<file path="config.mk">
export PLATFORM = sky130hd
export DESIGN_NAME = fe1_stage_t_flat
export DESIGN_NICKNAME = d
export VERILOG_FILES = /design/src/rtl/fe1_stage_t_pkg.sv /design/src/rtl/fe1_stage_t_if.sv /design/src/rtl/fe1_stage_t_fetch_buf.sv /design/src/rtl/fe1_stage_t.sv /design/src/flat_wrapper.sv
export SDC_FILE = /design/constraint.sdc
export NUM_CORES = 1
export LEC_CHECK = 0
export BUFFER_PORTS_ARGS = -buffer_cell sky130_fd_sc_hd__buf_2
export CAP_MARGIN = 10
export CORE_ASPECT_RATIO = 2
export CORE_MARGIN = 5
export CORE_UTILIZATION = 40
export CTS_BUF_LIST = sky130_fd_sc_hd__clkbuf_16
export DETAILED_ROUTE_END_ITERATION = 7
export GPL_TIMING_DRIVEN = 1
export SLEW_MARGIN = 20
export SYNTH_ARGS = -nofsm -noshare
export SYNTH_HDL_FRONTEND = slang
export SYNTH_HIERARCHICAL = 1
export SYNTH_SLANG_ARGS = --single-unit
</file>
<file path="constraint.sdc">
create_clock -name CLK -period 17.6 [get_ports CLK]
set_input_delay 1.76 -clock CLK [delete_from_list [all_inputs] [get_ports CLK]]
set_output_delay 1.76 -clock CLK [all_outputs]
set_load 0.005 [all_outputs]
</file>
<file path="src/rtl/fe1_stage_t_pkg.sv">
// Shared types and constants for the instruction-fetch stage.
package fe1_stage_t_pkg;

  localparam int unsigned XLEN    = 32;
  localparam int unsigned INSTR_W = 32;

  localparam logic [XLEN-1:0]    DEF_RESET_VECTOR = 32'h0000_0000;
  localparam int unsigned        DEF_FB_DEPTH     = 2;
  localparam logic [INSTR_W-1:0] NOP              = 32'h0000_0013;

  // One fetched instruction together with the PC it was fetched from.
  typedef struct packed {
    logic [XLEN-1:0]    pc;
    logic [INSTR_W-1:0] instr;
  } fe_entry_t;

  // Force an address onto a word boundary.
  function automatic logic [XLEN-1:0] word_align(input logic [XLEN-1:0] a);
    return {a[XLEN-1:2], 2'b00};
  endfunction

endpackage

</file>
<file path="src/rtl/fe1_stage_t_if.sv">
// Instruction-memory request/response channel between fetch and memory.
interface fe1_stage_t_if;
  import fe1_stage_t_pkg::*;

  logic               imem_req_valid;
  logic               imem_req_ready;
  logic [XLEN-1:0]    imem_req_addr;
  logic               imem_rsp_valid;
  logic [INSTR_W-1:0] imem_rsp_data;

  modport master (
    output imem_req_valid,
    output imem_req_addr,
    input  imem_req_ready,
    input  imem_rsp_valid,
    input  imem_rsp_data
  );

  modport slave (
    input  imem_req_valid,
    input  imem_req_addr,
    output imem_req_ready,
    output imem_rsp_valid,
    output imem_rsp_data
  );

endinterface

</file>
<file path="src/rtl/fe1_stage_t_fetch_buf.sv">
// Circular FIFO of fetched entries; clear wins over push and pop.
module fe1_stage_t_fetch_buf
  import fe1_stage_t_pkg::*;
#(
  parameter int unsigned DEPTH = DEF_FB_DEPTH,
  localparam int unsigned CW   = $clog2(DEPTH + 1)
) (
  input  logic          clk,
  input  logic          rst,
  input  logic          push,
  input  logic          pop,
  input  logic          clear,
  input  fe_entry_t     din,
  output fe_entry_t     dout,
  output logic          full,
  output logic          empty,
  output logic [CW-1:0] count
);

  localparam int unsigned AW = (DEPTH > 1) ? $clog2(DEPTH) : 1;

  fe_entry_t       mem [DEPTH];
  logic [AW-1:0]   wr_ptr;
  logic [AW-1:0]   rd_ptr;
  logic            do_push;
  logic            do_pop;

  function automatic logic [AW-1:0] ptr_inc(input logic [AW-1:0] p);
    return (p == AW'(DEPTH - 1)) ? '0 : p + AW'(1);
  endfunction

  assign full    = (count == CW'(DEPTH));
  assign empty   = (count == '0);
  assign do_pop  = pop & ~empty;
  assign do_push = push & (~full | do_pop);
  assign dout    = mem[rd_ptr];

  // Pointer and occupancy bookkeeping.
  always_ff @(posedge clk) begin
    if (rst || clear) begin
      wr_ptr <= '0;
      rd_ptr <= '0;
      count  <= '0;
    end else begin
      if (do_push) wr_ptr <= ptr_inc(wr_ptr);
      if (do_pop)  rd_ptr <= ptr_inc(rd_ptr);
      case ({do_push, do_pop})
        2'b10:   count <= count + CW'(1);
        2'b01:   count <= count - CW'(1);
        default: ;
      endcase
    end
  end

  // Storage write; a push into a full buffer reuses the slot being popped.
  always_ff @(posedge clk) begin
    if (do_push && !clear && !rst) mem[wr_ptr] <= din;
  end

endmodule

</file>
<file path="src/rtl/fe1_stage_t.sv">
// Instruction-fetch stage: PC, credit-limited issue, response buffering, redirect.
module fe1_stage_t
  import fe1_stage_t_pkg::*;
#(
  parameter logic [XLEN-1:0] RESET_VECTOR = DEF_RESET_VECTOR,
  parameter int unsigned     FB_DEPTH     = DEF_FB_DEPTH
) (
  input  logic               CLK,
  input  logic               RST,
  input  logic               ACT,
  input  logic               s_me1_pcsrc_D,
  input  logic [XLEN-1:0]    r_me1_target_Q,
  input  logic               id_stall,
  fe1_stage_t_if.master      imem,
  output logic               fe_valid,
  output logic [XLEN-1:0]    fe_pc,
  output logic [INSTR_W-1:0] fe_instr,
  output logic               fe_flush
);

  localparam int unsigned CW = $clog2(FB_DEPTH + 1);

  logic [XLEN-1:0] pc;
  logic [XLEN-1:0] rsp_pc;
  logic [CW-1:0]   outstanding;
  logic [CW-1:0]   drop_cnt;
  logic [CW-1:0]   fb_count;
  logic [CW:0]     credit_used;
  logic            issue;
  logic            redirect;
  logic            rsp_keep;
  logic            fb_pop;
  logic            fb_full;
  logic            fb_empty;
  logic [XLEN-1:0] tgt;
  fe_entry_t       fb_din;
  fe_entry_t       fb_head;
  fe_entry_t       hold;

  assign redirect    = s_me1_pcsrc_D;
  assign fe_flush    = s_me1_pcsrc_D;
  assign tgt         = word_align(r_me1_target_Q);
  assign credit_used = {1'b0, outstanding} + {1'b0, fb_count};

  assign imem.imem_req_valid = ~RST & ACT & ~redirect & (credit_used < (CW+1)'(FB_DEPTH));
  assign imem.imem_req_addr  = pc;
  assign issue               = imem.imem_req_valid & imem.imem_req_ready;

  assign rsp_keep = imem.imem_rsp_valid & (drop_cnt == '0) & ~redirect;
  assign fe_valid = ~fb_empty;
  assign fb_pop   = fe_valid & ~id_stall & ~redirect;
  assign fb_din   = '{pc: rsp_pc, instr: imem.imem_rsp_data};

  fe1_stage_t_fetch_buf #(.DEPTH(FB_DEPTH)) u_buf (
    .clk   (CLK),
    .rst   (RST),
    .push  (rsp_keep),
    .pop   (fb_pop),
    .clear (redirect),
    .din   (fb_din),
    .dout  (fb_head),
    .full  (fb_full),
    .empty (fb_empty),
    .count (fb_count)
  );

  // Show the head while non-empty, otherwise the last head that was shown.
  assign fe_pc    = fb_empty ? hold.pc    : fb_head.pc;
  assign fe_instr = fb_empty ? hold.instr : fb_head.instr;

  // Remember the most recently presented head for the empty case.
  always_ff @(posedge CLK) begin
    if (RST)            hold <= '0;
    else if (!fb_empty) hold <= fb_head;
  end

  // PC, response PC and in-flight/stale counters.
  always_ff @(posedge CLK) begin
    if (RST) begin
      pc          <= RESET_VECTOR;
      rsp_pc      <= RESET_VECTOR;
      outstanding <= '0;
      drop_cnt    <= '0;
    end else begin
      case ({issue, imem.imem_rsp_valid})
        2'b10:   outstanding <= outstanding + CW'(1);
        2'b01:   outstanding <= outstanding - CW'(1);
        default: ;
      endcase
      if (redirect) begin
        pc       <= tgt;
        rsp_pc   <= tgt;
        // Everything still in flight is stale now, including ones already marked.
        drop_cnt <= outstanding - CW'(imem.imem_rsp_valid);
      end else begin
        if (issue) pc <= pc + XLEN'(4);
        if (imem.imem_rsp_valid) begin
          if (drop_cnt != '0) drop_cnt <= drop_cnt - CW'(1);
          else                rsp_pc   <= rsp_pc + XLEN'(4);
        end
      end
    end
  end

  // Credit and stale-count invariants.
  always_ff @(posedge CLK) begin
    if (!RST) begin
      assert (drop_cnt <= CW'(FB_DEPTH));
      assert (drop_cnt <= outstanding);
      assert (credit_used <= (CW+1)'(FB_DEPTH));
      assert (!(fb_full && rsp_keep && !fb_pop));
    end
  end

endmodule
</file>
<file path="src/flat_wrapper.sv">
// flat-port wrapper written by rule: the top's interface ports become plain ports
module fe1_stage_t_flat import fe1_stage_t_pkg::*;
#(
  parameter logic [XLEN-1:0] RESET_VECTOR = DEF_RESET_VECTOR,
  parameter int unsigned     FB_DEPTH     = DEF_FB_DEPTH
)
  (CLK, RST, ACT, s_me1_pcsrc_D, r_me1_target_Q, id_stall, fe_valid, fe_pc, fe_instr, fe_flush, imem_imem_req_valid, imem_imem_req_addr, imem_imem_req_ready, imem_imem_rsp_valid, imem_imem_rsp_data);
  fe1_stage_t_if imem_i ();
  input  logic CLK;
  input  logic RST;
  input  logic ACT;
  input  logic s_me1_pcsrc_D;
  input  logic [XLEN-1:0] r_me1_target_Q;
  input  logic id_stall;
  output logic fe_valid;
  output logic [XLEN-1:0] fe_pc;
  output logic [INSTR_W-1:0] fe_instr;
  output logic fe_flush;
  output wire logic [$bits(imem_i.imem_req_valid)-1:0] imem_imem_req_valid;
  output wire logic [$bits(imem_i.imem_req_addr)-1:0] imem_imem_req_addr;
  input wire logic [$bits(imem_i.imem_req_ready)-1:0] imem_imem_req_ready;
  input wire logic [$bits(imem_i.imem_rsp_valid)-1:0] imem_imem_rsp_valid;
  input wire logic [$bits(imem_i.imem_rsp_data)-1:0] imem_imem_rsp_data;
  assign imem_imem_req_valid = imem_i.imem_req_valid;
  assign imem_imem_req_addr = imem_i.imem_req_addr;
  assign imem_i.imem_req_ready = imem_imem_req_ready;
  assign imem_i.imem_rsp_valid = imem_imem_rsp_valid;
  assign imem_i.imem_rsp_data = imem_imem_rsp_data;
  fe1_stage_t #(.RESET_VECTOR(RESET_VECTOR), .FB_DEPTH(FB_DEPTH)) u_core (.CLK(CLK), .RST(RST), .ACT(ACT), .s_me1_pcsrc_D(s_me1_pcsrc_D), .r_me1_target_Q(r_me1_target_Q), .id_stall(id_stall), .imem(imem_i), .fe_valid(fe_valid), .fe_pc(fe_pc), .fe_instr(fe_instr), .fe_flush(fe_flush));
endmodule
</file>
==> impl_results.html, run 1 <==
<table>
<tr><th>Metric</th><th>Value</th></tr>
<tr><th colspan="2">Timing</th></tr>
<tr><td>Min setup slack post-route</td><td>between 10 and 15 ns</td></tr>
<tr><td>Total negative setup slack</td><td>0 ns</td></tr>
<tr><td>Crit share post-route</td><td>25.8%</td></tr>
<tr><td>Fmax</td><td>approximately 220 MHz</td></tr>
<tr><td>Hold violation count in the final report</td><td>0</td></tr>
<tr><td>Number of endpoints failing setup at the final stage</td><td>0</td></tr>
<tr><td>Unrepaired setup endpoints after global routing</td><td>false</td></tr>
<tr><td>Final worst clock skew</td><td>0.0112 ns</td></tr>
<tr><td>Shortest clock period the worst path allows after layout</td><td>4.54 ns</td></tr>
<tr><td>Number of pins with negative max-slew slack in the final report</td><td>0</td></tr>
<tr><td>Pin slew with the least headroom to its limit</td><td>0.965 ns</td></tr>
<tr><td>Slew headroom</td><td>35.7%</td></tr>
<tr><th colspan="2">Critical path</th></tr>
<tr><td>Required @ worst endpoint</td><td>15.84 ns</td></tr>
<tr><td>Crit-path max cell delay</td><td>0.63 ns</td></tr>
<tr><td>Cell mode on critical path</td><td>buf_2</td></tr>
<tr><td>Slowest cell on crit path</td><td>buf_2</td></tr>
<tr><td>Maximum fanout along the worst path</td><td>39</td></tr>
<tr><td>Type of the worst setup path</td><td>input port to primary output</td></tr>
<tr><td>Launching element type of the critical path</td><td>input port</td></tr>
<tr><td>Critical Path End Type</td><td>primary output</td></tr>
<tr><td>Cell chain of the critical path</td><td>buf_2 &gt; nor2_4 &gt; and2_1 &gt; buf_2</td></tr>
<tr><td>Arrival @ worst endpoint</td><td>2.78 ns</td></tr>
<tr><th colspan="2">Logic synthesis</th></tr>
<tr><td>Number of cells produced by synthesis</td><td>around 900</td></tr>
<tr><td>Mapped Area</td><td>between 10000 and 15000 µm²</td></tr>
<tr><td>Synth Warn #</td><td>6</td></tr>
<tr><td>Synthesized area divided by synthesized cell count</td><td>12.6 µm²</td></tr>
<tr><th colspan="2">CTS</th></tr>
<tr><td>Clock tree from TritonCTS</td><td>done</td></tr>
<tr><td>Number of buffers added by the clock tree synthesis step</td><td>24</td></tr>
<tr><td>Buffer depth of the longest clock path</td><td>3</td></tr>
<tr><td>Clock input transition at the sequential cells of the worst setup and hold paths</td><td>0.06 ns</td></tr>
<tr><td>Hold-fix buffers at CTS</td><td>0</td></tr>
<tr><td>Clock sink count</td><td>261</td></tr>
<tr><td>Cts repair resizes</td><td>0</td></tr>
<tr><td>Post CTS Setup Buffer Count</td><td>0</td></tr>
<tr><td>Insertion delay to the later sink of the worst-skew pair</td><td>0.52 ns</td></tr>
<tr><td>Clock Tree Root</td><td>clkbuf_16</td></tr>
<tr><td>Maximum level of the CTS H-tree</td><td>1</td></tr>
<tr><th colspan="2">Min path</th></tr>
<tr><td>Class of the worst hold path</td><td>flop to flop</td></tr>
<tr><th colspan="2">Global route</th></tr>
<tr><td>Number of global-route vias before repair</td><td>7479</td></tr>
<tr><td>Aggregate global-route resource usage</td><td>between 15 and 20%</td></tr>
<tr><td>Global-route wire length before repair</td><td>~40000 µm</td></tr>
<tr><td>Remaining global-route overflow</td><td>0</td></tr>
<tr><td>Maximum number of pins on one net before global-route repair</td><td>85</td></tr>
<tr><td>Antenna violations before repair</td><td>1</td></tr>
<tr><th colspan="2">Floorplan</th></tr>
<tr><td>Core outline area</td><td>27400 µm²</td></tr>
<tr><td>Initial core utilization</td><td>40.3%</td></tr>
<tr><td>Number of placement rows</td><td>86</td></tr>
<tr><td>DIE AREA</td><td>31300 µm²</td></tr>
<tr><td>Die Y-Extent</td><td>245 µm</td></tr>
<tr><td>Number of top-level design ports</td><td>170</td></tr>
<tr><td>Die X</td><td>128 µm</td></tr>
<tr><th colspan="2">Final layout</th></tr>
<tr><td>Filler instances</td><td>2625</td></tr>
<tr><td>Multi-input gate area in the final layout</td><td>4250 µm²</td></tr>
<tr><td>Final Instance Count excl. Fillers</td><td>around 1400</td></tr>
<tr><td>Footprint of the flip-flops and latches</td><td>6510 µm²</td></tr>
<tr><td>Layout Nets</td><td>1114</td></tr>
<tr><td>Share of final-layout standard cells stronger than drive strength 1</td><td>approximately a third</td></tr>
<tr><td>Synth-to-layout area growth</td><td>17.2%</td></tr>
<tr><th colspan="2">Pwr</th></tr>
<tr><td>Pleak</td><td>5.09 nW</td></tr>
<tr><td>Power density of the placed cells</td><td>between 90 and 100 nW/µm²</td></tr>
<tr><td>Worst VDD drop</td><td>between 0.05 and 0.06 mV</td></tr>
<tr><th colspan="2">Routing</th></tr>
<tr><td>Post-DRT Antenna Nets</td><td>0</td></tr>
<tr><td>Drt drc</td><td>0</td></tr>
<tr><td>Post-detailed-routing wire length</td><td>25600 µm</td></tr>
<tr><td>Total number of vias</td><td>7190</td></tr>
<tr><td>Via density per instance</td><td>5.11</td></tr>
<tr><td>WL/cell</td><td>between 15 and 20 µm</td></tr>
<tr><td>Detailed-router iteration count before antenna repair</td><td>4</td></tr>
<tr><td>DRC marker count from the first detailed-route iteration</td><td>283</td></tr>
<tr><th colspan="2">Placed design</th></tr>
<tr><td>Routability congestion estimate</td><td>slightly above 0.8</td></tr>
<tr><td>Worst Setup Slack post-DPL</td><td>13.05 ns</td></tr>
<tr><td>DPL Wire Length</td><td>17000 µm</td></tr>
<tr><td>Cell Count Post-Placement</td><td>1363</td></tr>
<tr><td>Number of buffers inserted by port buffering</td><td>~170</td></tr>
<tr><th colspan="2">Run</th></tr>
<tr><td>Max-capacitance violation count</td><td>0</td></tr>
<tr><th colspan="2">Run status</th></tr>
<tr><td>Result of the run</td><td>finished clean</td></tr>
</table>
[placed cells by master (no fill, tap or decap), drive strengths merged, types with 25 or more instances in the layout]
| master | count |
|---|---|
| mux2 | 130 |
| dfxtp | 133 |
| a21boi | 26 |
| and2 | 69 |
| nor2 | 40 |
| nand2 | 34 |
| buf | 173 |
| xnor2 | 29 |
| inv | 27 |
| edfxtp | 128 |
| nand4 | 27 |
| clkbuf | 25 |
[per-stage QoR]
stage	hold slack [ns]	area, µm²	utilization [%]	power [mW]
4_1_cts	0.512	13000	47.2	1.30
6_report	0.510	13000	47.3	1.27
3_3_place_gp	0.485	12200	44.4	0.765
5_1_grt	0.524	13000	47.3	1.33
2_1_floorplan	0.424	11100	-	0.729
3_5_place_dp	0.495	12200	44.4	0.767
[final cells by class]
| class | count | share of cell area [%] |
|---|---|---|
| antenna | 1 | 0.0193 |
| multi-input combinational | 554 | 32.8 |
| timing repair buffer | 173 | 6.83 |
| clock inverter | 19 | 1.29 |
| sequential | 261 | 50.2 |
| tap | 352 | 3.40 |
| inverter | 23 | 0.666 |
| clock buffer | 25 | 4.82 |
[sequential cells by signal, summed over array words and instances (netlist names), named ones only]
signal                     flops
u_core/outstanding             2
u_core/imem.imem_req_addr     30
u_core/hold                   64
u_core/u_buf/wr_ptr            1
u_core/u_buf/rd_ptr            1
u_core/drop_cnt                2
u_core/rsp_pc                 30
u_core/u_buf/mem             128
u_core/u_buf/count             2
[critical path, delay by kind of cell]
family / cells / cell delay, ns
buffers and inverters: 2 / 0.75
and+or+nand+nor: 2 / 0.26
[worst paths after layout]
kind / cells after the start / startpoint / slack [ns] / endpoint
worst max-delay path: 4 / RST / 13.06 / imem_imem_req_valid
worst min-delay path: 0 / u_core/rsp_pc[7] / 0.51 / u_core/u_buf/mem[0][39]
worst max register to register: 6 / u_core/u_buf/count[1] / 14.31 / u_core/u_buf/mem[1][37]
worst min register to register: 0 / u_core/rsp_pc[7] / 0.51 / u_core/u_buf/mem[0][39]
[power by group]
group	total, mW	internal, mW	switching (mW)
clock network	0.522	0.302	0.221
logic	0.0815	0.0387	0.0428
registers	0.671	0.654	0.0168
[routing by layer]
metal | up-vias | routed length, µm | part of all wire [%] | track usage, %
li1 | 3496 | - | - | -
met1 | 3468 | 9700 | 38 | 17.2
met2 | 171 | 14000 | 55 | 30.9
met3 | 55 | 918 | 3.6 | 2.03
met4 | 0 | 993 | 3.9 | 7.25
met5 | - | 0 | 0 | 0
Power figures use the tool's default switching activity.
==> inputs of run 2 (changes only) <==
--- a/config.mk
+++ b/config.mk
@@ -5,6 +5,7 @@
 export SDC_FILE = /design/constraint.sdc
 export NUM_CORES = 1
 export LEC_CHECK = 0
+export ABC_AREA = 1
 export BUFFER_PORTS_ARGS = -buffer_cell sky130_fd_sc_hd__buf_2
 export CAP_MARGIN = 10
 export CORE_ASPECT_RATIO = 2
==> constraint.sdc (replaced) <==
create_clock -name CLK -period 3.9 [get_ports CLK]
set_input_delay 0.39 -clock CLK [delete_from_list [all_inputs] [get_ports CLK]]
set_output_delay 0.39 -clock CLK [all_outputs]
set_load 0.005 [all_outputs]
==> run 2 against run 1 <==
Net effect: sequential cell count did not move; utilization fell by 0.37 points; die area rose by 7.2%; area after synthesis rose by 7.6%; final cell count rose by 34%; worst setup slack got worse by 12 ns; power rose to 4.5 times the previous value; sequential share of layout area fell by 3.2 points; global-route usage rose by 1.8 points; via count rose by 31%; combinational power rose to 5.0 times the previous value; register-to-register slack got worse by 13 ns; largest cell class unchanged.
==> impl_results.html, run 2 <==
<table>
<tr><th>Metric</th><th>Value</th></tr>
<tr><th colspan="2">Run status</th></tr>
<tr><td>Result of the run</td><td>finished clean (unchanged)</td></tr>
<tr><th colspan="2">Routing</th></tr>
<tr><td>Detailed-router iteration count before antenna repair</td><td>5 (was 4)</td></tr>
<tr><td>WL/cell</td><td>16.2 µm (was 18.2 µm)</td></tr>
<tr><td>Via density per instance</td><td>5.00 (was 5.11)</td></tr>
<tr><td>Post-detailed-routing wire length</td><td>30600 µm (was 25600 µm)</td></tr>
<tr><td>Uppermost routed layer</td><td>met4 (unchanged)</td></tr>
<tr><td>Drt drc</td><td>0 (unchanged)</td></tr>
<tr><td>Routed metal-1 wire length</td><td>11400 µm (was 9700 µm)</td></tr>
<tr><td>DRC marker count from the first detailed-route iteration</td><td>512 (was 283)</td></tr>
<tr><td>WL met3</td><td>1150 µm (was 918 µm)</td></tr>
<tr><td>Post-DRT Antenna Nets</td><td>0 (unchanged)</td></tr>
<tr><td>Total number of vias</td><td>9421 (was 7190)</td></tr>
<tr><td>Met2 wire len</td><td>16900 µm (was 14000 µm)</td></tr>
<tr><th colspan="2">Final layout</th></tr>
<tr><td>Filler instances</td><td>2894 (was 2625)</td></tr>
<tr><td>Flip-flop count of the largest register, all copies and words added</td><td>128 (unchanged)</td></tr>
<tr><td>Most frequent standard cell in the layout excluding fill and tap cells</td><td>nand2_1 (was buf_2)</td></tr>
<tr><td>Commonest cells after routing, fill and taps aside</td><td>nand2_1 (439), buf_2 (164), dfxtp_1 (132) (was buf_2 (165), dfxtp_1 (132), mux2_2 (129))</td></tr>
<tr><td>Synth-to-layout area growth</td><td>16.2% (was 17.2%)</td></tr>
<tr><td>Register bank with the most flops</td><td>u_core/u_buf/mem (unchanged)</td></tr>
<tr><td>Largest regs</td><td>u_core/u_buf/mem: 128 flops, u_core/hold: 64 flops (unchanged)</td></tr>
<tr><td>Layout Nets</td><td>1578 (was 1114)</td></tr>
<tr><td>N_diodes</td><td>0 (was 1)</td></tr>
<tr><td>Share of final-layout standard cells stronger than drive strength 1</td><td>21.9% (was 34.4%)</td></tr>
<tr><td>Share of the core filled with cells</td><td>46.9% (was 47.3%)</td></tr>
<tr><th colspan="2">Timing</th></tr>
<tr><td>Final worst clock skew</td><td>0.0147 ns (was 0.0112 ns)</td></tr>
<tr><td>Unrepaired setup endpoints after global routing</td><td>false (unchanged)</td></tr>
<tr><td>Fmax</td><td>roughly 350 MHz</td></tr>
<tr><td>Pin slew with the least headroom to its limit</td><td>1.03 ns (was 0.965 ns)</td></tr>
<tr><td>Number of endpoints failing setup at the final stage</td><td>0 (unchanged)</td></tr>
<tr><td>Number of pins with negative max-slew slack in the final report</td><td>0 (unchanged)</td></tr>
<tr><td>Hold violation count in the final report</td><td>0 (unchanged)</td></tr>
<tr><td>Crit share post-route</td><td>around 73%</td></tr>
<tr><td>Total negative setup slack</td><td>0 ns (unchanged)</td></tr>
<tr><td>Slew headroom</td><td>31.3% (was 35.7%)</td></tr>
<tr><td>Shortest clock period the worst path allows after layout</td><td>2.84 ns</td></tr>
<tr><td>Worst hold-check slack</td><td>0.0541 ns (was 0.510 ns)</td></tr>
<tr><th colspan="2">Pwr</th></tr>
<tr><td>Register share of total power</td><td>52.4% (was 52.6%)</td></tr>
<tr><td>Internal Pwr Total</td><td>4.41 mW (was 995 µW)</td></tr>
<tr><td>Worst VDD drop</td><td>0.271 mV (was 0.0580 mV)</td></tr>
<tr><td>Power density of the placed cells</td><td>417 nW/µm² (was 98.3 nW/µm²)</td></tr>
<tr><td>Power dissipated by switching net loads</td><td>1.36 mW (was 280 µW)</td></tr>
<tr><td>Pleak</td><td>5.76 nW (was 5.09 nW)</td></tr>
<tr><td>Clock power frac</td><td>40.5% (was 41.0%)</td></tr>
<tr><td>Proportion of total power due to net switching</td><td>23.6% (was 22.0%)</td></tr>
<tr><td>Gate power share</td><td>7.1% (was 6.4%)</td></tr>
<tr><td>Power consumption</td><td>5.77 mW (was 1.27 mW)</td></tr>
<tr><th colspan="2">CTS</th></tr>
<tr><td>Hold-fix buffers at CTS</td><td>0 (unchanged)</td></tr>
<tr><td>Cts repair resizes</td><td>0 (unchanged)</td></tr>
<tr><td>Buffer depth of the longest clock path</td><td>3 (unchanged)</td></tr>
<tr><td>Clock input transition at the sequential cells of the worst setup and hold paths</td><td>0.07 ns (was 0.06 ns)</td></tr>
<tr><td>Maximum level of the CTS H-tree</td><td>1 (unchanged)</td></tr>
<tr><td>Clock Tree Root</td><td>clkbuf_16 (unchanged)</td></tr>
<tr><td>Number of buffers added by the clock tree synthesis step</td><td>24 (unchanged)</td></tr>
<tr><td>Clock sink count</td><td>261 (unchanged)</td></tr>
<tr><td>Insertion delay to the later sink of the worst-skew pair</td><td>0.53 ns (was 0.52 ns)</td></tr>
<tr><td>Post CTS Setup Buffer Count</td><td>0 (unchanged)</td></tr>
<tr><td>Clock tree from TritonCTS</td><td>done (unchanged)</td></tr>
<tr><th colspan="2">Global route</th></tr>
<tr><td>Global-route wire length before repair</td><td>48400 µm (was 39900 µm)</td></tr>
<tr><td>Number of global-route vias before repair</td><td>9464 (was 7479)</td></tr>
<tr><td>Remaining global-route overflow</td><td>0 (unchanged)</td></tr>
<tr><td>Maximum number of pins on one net before global-route repair</td><td>84 (was 85)</td></tr>
<tr><td>Antenna violations before repair</td><td>0 (was 1)</td></tr>
<tr><td>Aggregate global-route resource usage</td><td>17.9% (was 16.1%)</td></tr>
<tr><th colspan="2">Placed design</th></tr>
<tr><td>DPL Wire Length</td><td>21300 µm (was 17000 µm)</td></tr>
<tr><td>Number of buffers inserted by port buffering</td><td>165 (unchanged)</td></tr>
<tr><td>Routability congestion estimate</td><td>0.865 (was 0.819)</td></tr>
<tr><th colspan="2">Floorplan</th></tr>
<tr><td>Initial core utilization</td><td>40.3% (about the same)</td></tr>
<tr><td>Die X</td><td>132 µm (was 128 µm)</td></tr>
<tr><td>Number of top-level design ports</td><td>170 (unchanged)</td></tr>
<tr><td>Number of placement rows</td><td>89 (was 86)</td></tr>
<tr><td>Core outline area</td><td>29500 µm² (was 27400 µm²)</td></tr>
<tr><td>Die Y-Extent</td><td>254 µm (was 245 µm)</td></tr>
<tr><td>DIE AREA</td><td>33500 µm² (was 31300 µm²)</td></tr>
<tr><th colspan="2">Critical path</th></tr>
<tr><td>Critical Path End Type</td><td>primary output (unchanged)</td></tr>
<tr><td>Type of the worst setup path</td><td>flop to primary output (was input port to primary output)</td></tr>
<tr><td>Maximum fanout along the worst path</td><td>31 (was 39)</td></tr>
<tr><td>Launching element type of the critical path</td><td>flop (was input port)</td></tr>
<tr><td>Required @ worst endpoint</td><td>3.51 ns (was 15.84 ns)</td></tr>
<tr><td>Arrival @ worst endpoint</td><td>2.45 ns (was 2.78 ns)</td></tr>
<tr><th colspan="2">Min path</th></tr>
<tr><td>Class of the worst hold path</td><td>input port to flop (was flop to flop)</td></tr>
<tr><th colspan="2">Logic synthesis</th></tr>
<tr><td>Synth Warn #</td><td>6 (unchanged)</td></tr>
<tr><td>Mapped Area</td><td>11900 µm² (was 11100 µm²)</td></tr>
<tr><td>Synthesized area divided by synthesized cell count</td><td>8.83 µm² (was 12.6 µm²)</td></tr>
<tr><td>Number of cells produced by synthesis</td><td>1348 (was 881)</td></tr>
<tr><th colspan="2">Run</th></tr>
<tr><td>Max-capacitance violation count</td><td>0 (unchanged)</td></tr>
</table>
[run 2: metrics by stage]
step / cells / instance area [µm²] / worst slack, ns
floorplan: 1353 / 11900 / 0.208
global placement: 1839 / 13100 / 1.30
detailed placement: 1839 / 13100 / 1.27
CTS: 1883 / 13800 / 0.969
global route: 1883 / 13800 / 0.891
finish: 1883 / 13800 / 1.06
[run 2: power by group through the flow]
stage                     Clock, mW  Sequential, mW  Combinational, mW
after floorplan                   0            3.06              0.252
after global placement            0            3.08              0.406
after detailed placement          0            3.08              0.415
after CTS                      2.41            3.02              0.417
after global routing           2.51            3.04              0.468
final                          2.33            3.02              0.411
[run 2: cell type report]
type | instances | area (µm²) | area share, %
flip-flops and latches | 261 | 6510 | 47.0
multi-input cells | 928 | 4740 | 34.2
repair buffers | 177 | 943 | 6.82
clock buffers | 25 | 626 | 4.52
well taps | 364 | 455 | 3.29
inverters | 109 | 409 | 2.96
clock inverters | 19 | 156 | 1.13
[run 2: path summary, 6_finish.rpt]
kind	from	endpoint	slack (ns)	depth (start not counted)
worst max register to register	u_core/u_buf/count[1]	u_core/u_buf/mem[0][33]	1.36	8
worst min register to register	u_core/hold[63]	u_core/hold[63]	0.47	2
worst max-delay path	flop	fe_instr[1]	1.06	5
worst min-delay path	imem_imem_rsp_data[7]	u_core/u_buf/mem[1][7]	0.05	1
[run 2: worst max-delay path, cell delays in order, from the launching register on]
cell and delay, ns:
dfxtp_2 0.83, buf_4 0.41, mux2_2 0.37, nand2_1 0.08, nand2_1 0.08, buf_2 0.13
[run 2: routing by layer]
metal | GRT usage [%] | vias up
li1 | - | 4753
met1 | 19.1 | 4382
met2 | 34.9 | 223
met3 | 1.96 | 63
met4 | 7.44 | 0
met5 | 0 | -
==> inputs of run 3 (changes only) <==
--- a/config.mk
+++ b/config.mk
@@ -5,7 +5,7 @@
 export SDC_FILE = /design/constraint.sdc
 export NUM_CORES = 1
 export LEC_CHECK = 0
-export ABC_AREA = 1
+export ABC_AREA = 0
 export BUFFER_PORTS_ARGS = -buffer_cell sky130_fd_sc_hd__buf_2
 export CAP_MARGIN = 10
 export CORE_ASPECT_RATIO = 2
==> constraint.sdc (replaced) <==
create_clock -name CLK -period 2.4 [get_ports CLK]
set_input_delay 0.24 -clock CLK [delete_from_list [all_inputs] [get_ports CLK]]
set_output_delay 0.24 -clock CLK [all_outputs]
set_load 0.005 [all_outputs]
==> run 3 against run 2 <==
Net effect: non-clock buffer count grew 65; register-to-register slack got worse by 1.3 ns; clock skew decreased by 0.0068 ns.
==> impl_results.html, run 3 (synthesis gave the netlist of run 1 again) <==
<table>
<tr><th>Metric</th><th>Value</th></tr>
<tr><th colspan="2">Critical path</th></tr>
<tr><td>Required @ worst endpoint</td><td>2.16 ns (was 3.51 ns)</td></tr>
<tr><td>Slowest cell on crit path</td><td>mux2_2 (was dfxtp_2)</td></tr>
<tr><td>Arrival @ worst endpoint</td><td>2.12 ns (was 2.45 ns)</td></tr>
<tr><td>Launching element type of the critical path</td><td>flop (unchanged)</td></tr>
<tr><td>Cell chain of the critical path</td><td>buf_4 &gt; nor2_4 &gt; buf_12 &gt; mux2_2 &gt; buf_2 (was buf_4 &gt; mux2_2 &gt; nand2_1 &gt; nand2_1 &gt; buf_2)</td></tr>
<tr><td>Crit-path max cell delay</td><td>0.37 ns (was 0.83 ns)</td></tr>
<tr><td>Maximum fanout along the worst path</td><td>32 (was 31)</td></tr>
<tr><td>Register-to-Register Path Depth</td><td>8 (unchanged)</td></tr>
<tr><td>Family with the most delay on the worst path</td><td>buffers and inverters (was flip-flops)</td></tr>
<tr><td>Critical Path End Type</td><td>primary output (unchanged)</td></tr>
<tr><td>Sum of buffers and inverters on the critical path</td><td>3 (was 2)</td></tr>
<tr><td>Type of the worst setup path</td><td>flop to primary output (unchanged)</td></tr>
<tr><td>Cell count along the critical path</td><td>5 (unchanged)</td></tr>
<tr><th colspan="2">Final layout</th></tr>
<tr><td>Commonest cells after routing, fill and taps aside</td><td>buf_2 (164), dfxtp_1 (130), edfxtp_1 (128) (was nand2_1 (439), buf_2 (164), dfxtp_1 (132))</td></tr>
<tr><td>Register bank with the most flops</td><td>u_core/u_buf/mem (unchanged)</td></tr>
<tr><td>Most frequent standard cell in the layout excluding fill and tap cells</td><td>buf_2 (was nand2_1)</td></tr>
<tr><td>Largest regs</td><td>u_core/u_buf/mem: 128 flops, u_core/hold: 64 flops (unchanged)</td></tr>
<tr><td>Share of final-layout standard cells stronger than drive strength 1</td><td>35.1% (was 21.9%)</td></tr>
<tr><td>Final Instance Count excl. Fillers</td><td>1476 (was 1883)</td></tr>
<tr><td>N_diodes</td><td>0 (unchanged)</td></tr>
<tr><td>Synth-to-layout area growth</td><td>24.5% (was 16.2%)</td></tr>
<tr><td>Layout Nets</td><td>1183 (was 1578)</td></tr>
<tr><td>Non-Filler Cell Area, Final</td><td>13800 µm² (about the same)</td></tr>
<tr><td>Flip-flop count of the largest register, all copies and words added</td><td>128 (unchanged)</td></tr>
<tr><th colspan="2">CTS</th></tr>
<tr><td>Clock tree from TritonCTS</td><td>done (unchanged)</td></tr>
<tr><td>Maximum level of the CTS H-tree</td><td>1 (unchanged)</td></tr>
<tr><td>Insertion delay to the later sink of the worst-skew pair</td><td>0.52 ns (was 0.53 ns)</td></tr>
<tr><td>Clock input transition at the sequential cells of the worst setup and hold paths</td><td>0.07 ns (about the same)</td></tr>
<tr><td>Clock Tree Root</td><td>clkbuf_16 (unchanged)</td></tr>
<tr><td>Number of buffers added by the clock tree synthesis step</td><td>24 (unchanged)</td></tr>
<tr><td>Clock sink count</td><td>261 (unchanged)</td></tr>
<tr><td>Buffer depth of the longest clock path</td><td>3 (unchanged)</td></tr>
<tr><th colspan="2">Floorplan</th></tr>
<tr><td>Core outline area</td><td>27400 µm² (was 29500 µm²)</td></tr>
<tr><td>Die Y-Extent</td><td>245 µm (was 254 µm)</td></tr>
<tr><td>Number of top-level design ports</td><td>170 (unchanged)</td></tr>
<tr><td>Die X</td><td>128 µm (was 132 µm)</td></tr>
<tr><td>DIE AREA</td><td>31300 µm² (was 33500 µm²)</td></tr>
<tr><td>Initial core utilization</td><td>40.3% (about the same)</td></tr>
<tr><td>Number of placement rows</td><td>86 (was 89)</td></tr>
<tr><th colspan="2">Timing</th></tr>
<tr><td>Number of pins with negative max-slew slack in the final report</td><td>0 (unchanged)</td></tr>
<tr><td>Final worst clock skew</td><td>0.00795 ns (was 0.0147 ns)</td></tr>
<tr><td>Slew headroom</td><td>45.6% (was 31.3%)</td></tr>
<tr><td>Worst hold-check slack</td><td>0.0386 ns (was 0.0541 ns)</td></tr>
<tr><td>Hold violation count in the final report</td><td>0 (unchanged)</td></tr>
<tr><td>Number of endpoints failing setup at the final stage</td><td>0 (unchanged)</td></tr>
<tr><td>Fmax</td><td>424 MHz</td></tr>
<tr><td>Shortest clock period the worst path allows after layout</td><td>2.36 ns</td></tr>
<tr><td>Unrepaired setup endpoints after global routing</td><td>true (was false)</td></tr>
<tr><td>Pin slew with the least headroom to its limit</td><td>0.816 ns (was 1.03 ns)</td></tr>
<tr><td>Crit share post-route</td><td>98.4%</td></tr>
<tr><th colspan="2">Placed design</th></tr>
<tr><td>Number of buffers inserted by port buffering</td><td>165 (unchanged)</td></tr>
<tr><td>DP Area</td><td>12500 µm² (was 13100 µm²)</td></tr>
<tr><td>Routability congestion estimate</td><td>0.851 (was 0.865)</td></tr>
<tr><td>Cell Count Post-Placement</td><td>1386 (was 1839)</td></tr>
<tr><td>DPL Wire Length</td><td>18200 µm (was 21300 µm)</td></tr>
<tr><th colspan="2">Min path</th></tr>
<tr><td>Hold Path Stages</td><td>3 (was 1)</td></tr>
<tr><td>Class of the worst hold path</td><td>input port to flop (unchanged)</td></tr>
<tr><th colspan="2">Pwr</th></tr>
<tr><td>Power density of the placed cells</td><td>665 nW/µm² (was 417 nW/µm²)</td></tr>
<tr><td>Clock power frac</td><td>38.4% (was 40.5%)</td></tr>
<tr><td>Internal Pwr Total</td><td>7.06 mW (was 4.41 mW)</td></tr>
<tr><td>Proportion of total power due to net switching</td><td>23.0% (was 23.6%)</td></tr>
<tr><td>Power dissipated by switching net loads</td><td>2.10 mW (was 1.36 mW)</td></tr>
<tr><td>Worst VDD drop</td><td>0.436 mV (was 0.271 mV)</td></tr>
<tr><td>Register share of total power</td><td>53.6% (was 52.4%)</td></tr>
<tr><td>Pleak</td><td>5.48 nW (was 5.76 nW)</td></tr>
<tr><td>Power consumption</td><td>9.16 mW (was 5.77 mW)</td></tr>
<tr><td>Gate power share</td><td>8.0% (was 7.1%)</td></tr>
<tr><th colspan="2">Routing</th></tr>
<tr><td>DRC marker count from the first detailed-route iteration</td><td>312 (was 512)</td></tr>
<tr><td>Via density per instance</td><td>4.99 (was 5.00)</td></tr>
<tr><td>Detailed-router iteration count before antenna repair</td><td>4 (was 5)</td></tr>
<tr><td>WL/cell</td><td>18.4 µm (was 16.2 µm)</td></tr>
<tr><td>Post-DRT Antenna Nets</td><td>0 (unchanged)</td></tr>
<tr><td>Post-detailed-routing wire length</td><td>27200 µm (was 30600 µm)</td></tr>
<tr><td>Drt drc</td><td>0 (unchanged)</td></tr>
<tr><td>Total number of vias</td><td>7360 (was 9421)</td></tr>
<tr><th colspan="2">Global route</th></tr>
<tr><td>Antenna violations before repair</td><td>0 (unchanged)</td></tr>
<tr><td>Number of global-route vias before repair</td><td>7683 (was 9464)</td></tr>
<tr><td>Remaining global-route overflow</td><td>0 (unchanged)</td></tr>
<tr><td>Aggregate global-route resource usage</td><td>16.8% (was 17.9%)</td></tr>
<tr><td>Maximum number of pins on one net before global-route repair</td><td>78 (was 84)</td></tr>
<tr><td>Global-route wire length before repair</td><td>41400 µm (was 48400 µm)</td></tr>
<tr><th colspan="2">Run status</th></tr>
<tr><td>Result of the run</td><td>finished clean (unchanged)</td></tr>
<tr><th colspan="2">Run</th></tr>
<tr><td>Max-capacitance violation count</td><td>0 (unchanged)</td></tr>
</table>
-- run 3: cell types whose count changed in the layout (fill, tap and decap cells not counted), moves of 40 or more --
cell	change
nor2_1	-40
dlygate4sd3_1	+42
inv_1	-78
nand2_1	-406
and2_1	+63
a21oi_1	-98
mux2_2	+47
nand3_1	-56
-- run 3: power by group through the flow --
stage               Combinational (mW)  Sequential [mW]  Clock [mW]
finish                           0.737             4.91        3.51
global placement                 0.654             5.00           0
CTS                              0.725             4.91        3.64
detailed placement               0.665             5.01           0
floorplan                        0.377             4.98           0
global route                     0.813             4.92        3.81
-- run 3: timing repair --
| action | in CTS | in global routing |
|---|---|---|
| pin swaps | 0 | 5 |
| resized for setup | 3 | 31 |
| setup endpoints to repair | 14 | 66 |
| cloned | 0 | 2 |
| endpoints found under the hold margin | 78 | 0 |
| setup buffers | 0 | 2 |
| hold buffers | 42 | 0 |
-- run 3: area by class of cell --
type / count / area [µm²]
timing repair buffer: 242 / 1630
multi-input combinational: 554 / 4370
inverter: 23 / 91.3
tap: 352 / 440
clock inverter: 19 / 88.8
sequential: 261 / 6520
clock buffer: 25 / 626
fill: 2489 / 13700
-- run 3: through the flow --
step | utilization (%) | setup slack (ns) | setup TNS (ns)
2_1_floorplan | - | -1.23 | -78.88
3_3_place_gp | 45.5 | 0.00934 | 0
3_5_place_dp | 45.5 | -0.0286 | -0.0286
4_1_cts | 49.6 | -0.0261 | -0.149
5_1_grt | 50.2 | -0.0669 | -1.41
6_report | 50.2 | 0.0391 | 0
-- run 3: worst register-to-register path, delay by kind of cell, from the launching register on --
kind	cells	cell delay (ns)
AO/OA/AOI/OAI	1	0.12
adder cells (fa/ha/maj)	1	0.46
flip-flops	1	0.34
buffers and inverters	1	0.06
XOR/XNOR	1	0.15
AND/OR/NAND/NOR	4	1.15
-- run 3: path summary, 6_finish.rpt --
check / from / to / slack, ns
max reg2reg: u_core/u_buf/count[0] / u_core/imem.imem_req_addr[15] / 0.05
max: u_core/u_buf/count[0] / fe_instr[16] / 0.04
min: r_me1_target_Q[23] / u_core/rsp_pc[23] / 0.04
min reg2reg: u_core/rsp_pc[10] / u_core/u_buf/mem[0][42] / 0.50
-- run 3: routing by layer --
layer,routed length (µm),up-vias,track usage [%]
li1,-,3630,-
met1,10200,3546,17.7
met2,15300,145,32.7
met3,907,39,2.09
met4,842,0,6.91
met5,0,-,0
